## config.mk

```make
export PLATFORM = sky130hd
export DESIGN_NAME = sg_scheduler
export DESIGN_NICKNAME = d
export VERILOG_FILES = /design/src/rtl/sg_scheduler.sv
export SDC_FILE = /design/constraint.sdc
export NUM_CORES = 1
export LEC_CHECK = 0
export ABC_AREA = 1
export BUFFER_PORTS_ARGS = -buffer_cell sky130_fd_sc_hd__buf_2
export CAP_MARGIN = 5
export CORE_MARGIN = 10
export CORE_UTILIZATION = 58
export DETAILED_ROUTE_END_ITERATION = 12
export PLACE_DENSITY = 0.87
export SYNTH_ARGS = -nofsm -noshare
export SYNTH_HDL_FRONTEND = slang
export SYNTH_SLANG_ARGS = --single-unit
```

## constraint.sdc

```tcl
create_clock -name clk -period 4.8 [get_ports clk]
set_clock_uncertainty 0.05 [all_clocks]
set_input_delay 0.24 -clock clk [delete_from_list [all_inputs] [get_ports clk]]
set_output_delay 0.24 -clock clk [all_outputs]
set_load 0.05 [all_outputs]
```

## src/rtl/sg_scheduler.sv

```systemverilog
// sg_scheduler: round-robin arbiter sharing one signal generator among N_REQ
// requesters. Each grant pulses sg_rst for one cycle, holds sg_start for the
// requested burst length, pulses done to the owner, then idles GAP_CYC cycles.
// Optional build macro SG_SCHED_ABORT_EN: dropping req[owner] during a burst
// ends it early and sets the sticky 'aborted' output until the next grant.
module sg_scheduler #(
  parameter int N_REQ   = 4,
  parameter int LEN_W   = 16,
  parameter int GAP_CYC = 4
) (
  input  logic                     clk,
  input  logic                     rst,
  input  logic [N_REQ-1:0]         req,
  input  logic [N_REQ*LEN_W-1:0]   len,
  output logic [N_REQ-1:0]         gnt,
  output logic [N_REQ-1:0]         done,
  output logic [$clog2(N_REQ)-1:0] owner,
  output logic                     busy,
  output logic                     sg_rst,
  output logic                     sg_start
`ifdef SG_SCHED_ABORT_EN
  ,
  output logic                     aborted
`endif
);

  localparam int OW = $clog2(N_REQ);
  localparam int GW = (GAP_CYC < 1) ? 1 : $clog2(GAP_CYC + 1);

  typedef enum logic [1:0] {S_IDLE, S_PREP, S_RUN, S_GAP} state_t;

  state_t            state_q;
  logic [OW-1:0]     ptr_q;
  logic [LEN_W-1:0]  cnt_q;
  logic [GW-1:0]     gcnt_q;
  logic [N_REQ-1:0]  gnt_q;
  logic [N_REQ-1:0]  done_q;
  logic [OW-1:0]     owner_q;
  logic              busy_q;
  logic              sg_rst_q;
  logic              sg_start_q;
  logic              aborted_q;

  logic [OW-1:0]     idx_c;
  logic [OW-1:0]     win_d;
  logic              hit_d;
  logic [LEN_W-1:0]  len_sel_d;
  logic [OW-1:0]     ptr_nxt_d;
  logic              abort_d;
  logic              run_end_d;

  // Winner search: first requesting index at or after ptr, wrapping modulo N_REQ
  always_comb begin
    idx_c     = '0;
    win_d     = '0;
    hit_d     = 1'b0;
    len_sel_d = '0;
    for (int unsigned k = 0; k < N_REQ; k++) begin
      idx_c = OW'((32'(ptr_q) + k) % N_REQ);
      if (!hit_d && req[idx_c]) begin
        hit_d = 1'b1;
        win_d = idx_c;
      end
    end
    for (int unsigned i = 0; i < N_REQ; i++) begin
      if (win_d == OW'(i)) len_sel_d = len[i*LEN_W +: LEN_W];
    end
    ptr_nxt_d = (win_d == OW'(N_REQ - 1)) ? '0 : win_d + OW'(1);
  end

  // Burst termination: natural end on the last count, or early abort when enabled
  always_comb begin
`ifdef SG_SCHED_ABORT_EN
    abort_d = !req[owner_q];
`else
    abort_d = 1'b0;
`endif
    run_end_d = abort_d || (cnt_q == LEN_W'(1));
  end

  // Scheduler FSM with all outputs registered
  always_ff @(posedge clk) begin
    if (!rst) begin
      state_q    <= S_IDLE;
      ptr_q      <= '0;
      cnt_q      <= '0;
      gcnt_q     <= '0;
      gnt_q      <= '0;
      done_q     <= '0;
      owner_q    <= '0;
      busy_q     <= 1'b0;
      sg_rst_q   <= 1'b0;
      sg_start_q <= 1'b0;
      aborted_q  <= 1'b0;
    end else begin
      done_q <= '0;
      case (state_q)
        S_IDLE: begin
          if (hit_d) begin
            owner_q   <= win_d;
            cnt_q     <= len_sel_d;
            gnt_q     <= N_REQ'(1) << win_d;
            sg_rst_q  <= 1'b1;
            ptr_q     <= ptr_nxt_d;
            busy_q    <= 1'b1;
            aborted_q <= 1'b0;
            state_q   <= S_PREP;
          end
        end
        S_PREP: begin
          sg_rst_q <= 1'b0;
          if (cnt_q == '0) begin
            done_q  <= gnt_q;
            gnt_q   <= '0;
            gcnt_q  <= GW'(GAP_CYC);
            state_q <= S_GAP;
          end else begin
            sg_start_q <= 1'b1;
            state_q    <= S_RUN;
          end
        end
        S_RUN: begin
          cnt_q <= cnt_q - LEN_W'(1);
          if (run_end_d) begin
            sg_start_q <= 1'b0;
            done_q     <= gnt_q;
            gnt_q      <= '0;
            gcnt_q     <= GW'(GAP_CYC);
            if (abort_d) aborted_q <= 1'b1;
            state_q    <= S_GAP;
          end
        end
        S_GAP: begin
          // a zero gap still spends one cycle here before returning to IDLE
          if (gcnt_q <= GW'(1)) begin
            busy_q  <= 1'b0;
            state_q <= S_IDLE;
          end else begin
            gcnt_q <= gcnt_q - GW'(1);
          end
        end
        default: state_q <= S_IDLE;
      endcase
    end
  end

  assign gnt      = gnt_q;
  assign done     = done_q;
  assign owner    = owner_q;
  assign busy     = busy_q;
  assign sg_rst   = sg_rst_q;
  assign sg_start = sg_start_q;
`ifdef SG_SCHED_ABORT_EN
  assign aborted  = aborted_q;
`endif

endmodule

```

==> flow_metrics.env <==
export IMPL_die_x_um=92.46
export IMPL_grt_use_met2_pct=39.76
export IMPL_p_int_mw=1.251
export IMPL_nets=671
export IMPL_core_area_um2=5107
export IMPL_crit_path_max_incr_delay_ns=0.59
export IMPL_ios=83
export IMPL_place_congestion=0.9080
export IMPL_synth_warning_count=0
export IMPL_setup_tns_ns=0
export IMPL_setup_violations_final=0
export IMPL_grt_pass1_vias=3391
export IMPL_final_cell_area_um2=3528
export IMPL_fp_dieH_um=92.46
export IMPL_cp_start_kind="flip-flop"
export IMPL_clock_latency_ns=0.30
export IMPL_ir_worst_vdd_v=0.0005750
export IMPL_cts_setup_buffers=0
export IMPL_yosys_area_top_type="dfxtp_1"
export IMPL_p_sw_mw=1.666
export IMPL_nFillCells=483
export IMPL_ys_seq_area_share_pct=23.66
export IMPL_worst_pin_slew_ns=0.7285
export IMPL_clockRootBuffer="clkbuf_8"
export IMPL_htree_num_levels=2
export IMPL_hold_path_class="in -> reg"
export IMPL_dp_cells=651
export IMPL_drt_initial_drc_count=254
export IMPL_worstSetupPathType="reg -> reg"
export IMPL_antenna_found_initial=0
export IMPL_cp_required_ns=4.95
export IMPL_cts_buffer_depth=2
export IMPL_cellPowerDensity_nw_per_um2=826.7
export IMPL_dpl_cell_area_um2=3432
export IMPL_route_detailed_drc=0
export IMPL_hold_viol=0
export IMPL_detail_route_wl_per_cell_um=14.36
export IMPL_dp_slack_ns=1.283
export IMPL_cts_sinks=36
export IMPL_cp_end_kind="flip-flop"
export IMPL_dp_hpwl_um=7258
export IMPL_busiest_layer="met2"
export IMPL_syn_inst=519
export IMPL_cap_violations=0
export IMPL_ant_nets=0
export IMPL_rows=26
export IMPL_min_period_ns=3.594
export IMPL_crit_fanout=20
export IMPL_critical_path_top_cell_by_count="nand2_1"
export IMPL_final_cell_mix="nand2_1 (154), buf_2 (82), nor2_1 (64), inv_1 (53), a21oi_1 (37)"
export IMPL_drv_slew=0
export IMPL_seq_power_share_pct=16.9
export IMPL_status="finished, final reports clean"
export IMPL_first_pass_iters=8
export IMPL_synth_area_um2=3045
export IMPL_fmax_ghz=0.2783
export IMPL_yosysTopAreaCellShare_pct=23.66
export IMPL_grt_pass1_wl_um=15470
export IMPL_area_delta_synth_final_pct=15.86
export IMPL_ys_types=33
export IMPL_leakagePower_nw=1.888
export IMPL_die_area_um2=8549
export IMPL_antenna_cells=0
export IMPL_num_vias=3642
export IMPL_io_buffer_count=82
export IMPL_worst_slack_ns=1.206
export IMPL_synth_nets=602
export IMPL_period_share_pct=74.87
export IMPL_clockPowerShare_pct=8.3
export IMPL_cts_tree="built"
export IMPL_cp_slowest_cell="ha_1"
export IMPL_regArea_um2=720.7
export IMPL_ctsHoldBuffers=0
export IMPL_arrival_ns=3.74
export IMPL_final_cells=658
export IMPL_grt_max_degree=28
export IMPL_r2r_slack_ns=1.21
export IMPL_ys_ff_latch=36
export IMPL_synthTopCellsByArea="dfxtp_1 (24%), nand2_1 (19%), nor2_1 (7.9%)"
export IMPL_total_power_mw=2.917
export IMPL_drt_wl_total_um=9448
export IMPL_path_cells="inv_2, nand2_1, nand2_1, nand2_1, nand2_2, nor2_4, nand3_1, nand3_1, nand2_1, inv_1, ha_1, inv_1, o21ai_0, nand2_1, o211ai_1, nand2_1, nor2_1, nor2_2"
export IMPL_cts_resized=0
export IMPL_syn_area_per_cell_um2=5.868
export IMPL_max_slew_margin_rel_pct=51.43
export IMPL_rsz0062_at_grt="false"
export IMPL_swShare_pct=57.11
export IMPL_clk_pin_slew_ns=0.08
export IMPL_viasPerCell=5.535
export IMPL_final_common_cell="nand2_1"
export IMPL_start_util_pct=59.63
export IMPL_drive_above_1_share_pct=20.92
export IMPL_gr_total_overflow=0
export IMPL_grt_use_met1_pct=23.36
export IMPL_combPwrFrac_pct=74.8
export IMPL_multi_input_area_um2=1987
export IMPL_grtUsageMet3_pct=5.246
export IMPL_grt_util_all_layers_pct=21.44
export IMPL_cts_buffers=5
[cell type report]
type	instances	share of cell area [%]
Clock buffer	7	2.730
Inverter	59	6.418
Multi-Input combinational cell	404	56.31
Sequential cell	36	20.43
Tap cell	70	2.482
Timing Repair Buffer	82	11.63
[layer usage]
metal / vias to the layer above / share of wire [%]
li1: 1801 / -
met1: 1629 / 41
met2: 188 / 49
met3: 24 / 7.9
met4: 0 / 2.1
met5: - / 0
[sequential cells by signal (all words and copies together), names as in the netlist]
signal,count
cnt_q,16
owner,2
gcnt_q,3
state_q,2
sg_start,1
busy,1
ptr_q,2
sg_rst,1
gnt,4
done,4
[Yosys cell counts]
cell type,count
nand2_1,154
nor2_1,64
inv_1,53
a21oi_1,37
dfxtp_1,36
nand3_1,35
o21ai_0,32
ha_1,13
nor2_2,13
clkbuf_1,10
o211ai_1,10
nand2_2,8
nand4_1,8
nor3_1,7
buf_2,5
nand3_2,4
a22oi_1,3
xor2_1,3
a31oi_1,2
buf_6,2
clkinv_1,2
inv_2,2
inv_4,2
nand3b_1,2
nor2_4,2
o21a_1,2
o21ai_1,2
buf_1,1
buf_4,1
buf_8,1
nand2_4,1
nand4_2,1
or2_2,1
[critical path: cells and delay by family, from the launching register on]
| family | cells | cell delay (ns) |
|---|---|---|
| compound gates | 2 | 0.51 |
| buf+inv | 3 | 0.63 |
| fa+ha+maj | 1 | 0.59 |
| flops | 1 | 0.56 |
| simple gates | 12 | 1.15 |
[worst paths after layout]
check / start / endpoint / cells after the start
worst max-delay path: ptr_q[0] / cnt_q[11] / 18
worst min-delay path: len[60] / cnt_q[12] / 5
worst max register to register: ptr_q[0] / cnt_q[11] / 18
worst min register to register: busy / busy / 2
[kinds of logic (layout without fill, tap and decap cells)]
kind of cell | count (synthesis) | in the layout | share of synthesized area (%)
compound gates | 88 | 88 | 15.78
fa+ha+maj | 13 | 13 | 5.341
flops | 36 | 36 | 23.66
xor+xnor | 3 | 3 | 0.8629
simple gates | 300 | 300 | 43.26
buf+inv | 79 | 148 | 11.09
[power by group through the flow]
stage	combinational (mW)	sequential, mW	clock (mW)
2_1_floorplan	1.68	0.563	0
3_3_place_gp	2.09	0.492	0
3_5_place_dp	2.14	0.498	0
4_1_cts	2.16	0.491	0.246
5_1_grt	2.51	0.504	0.255
6_report	2.18	0.494	0.241
[per-stage QoR]
step           utilization [%]  hold slack (ns)
6_report                 69.08           0.2458
5_1_grt                  69.08           0.3070
4_1_cts                  69.08           0.2422
3_5_place_dp             67.20           0.4084
3_3_place_gp             67.20           0.3974
2_1_floorplan                -           0.3911
(Power assumes the default switching activity.)
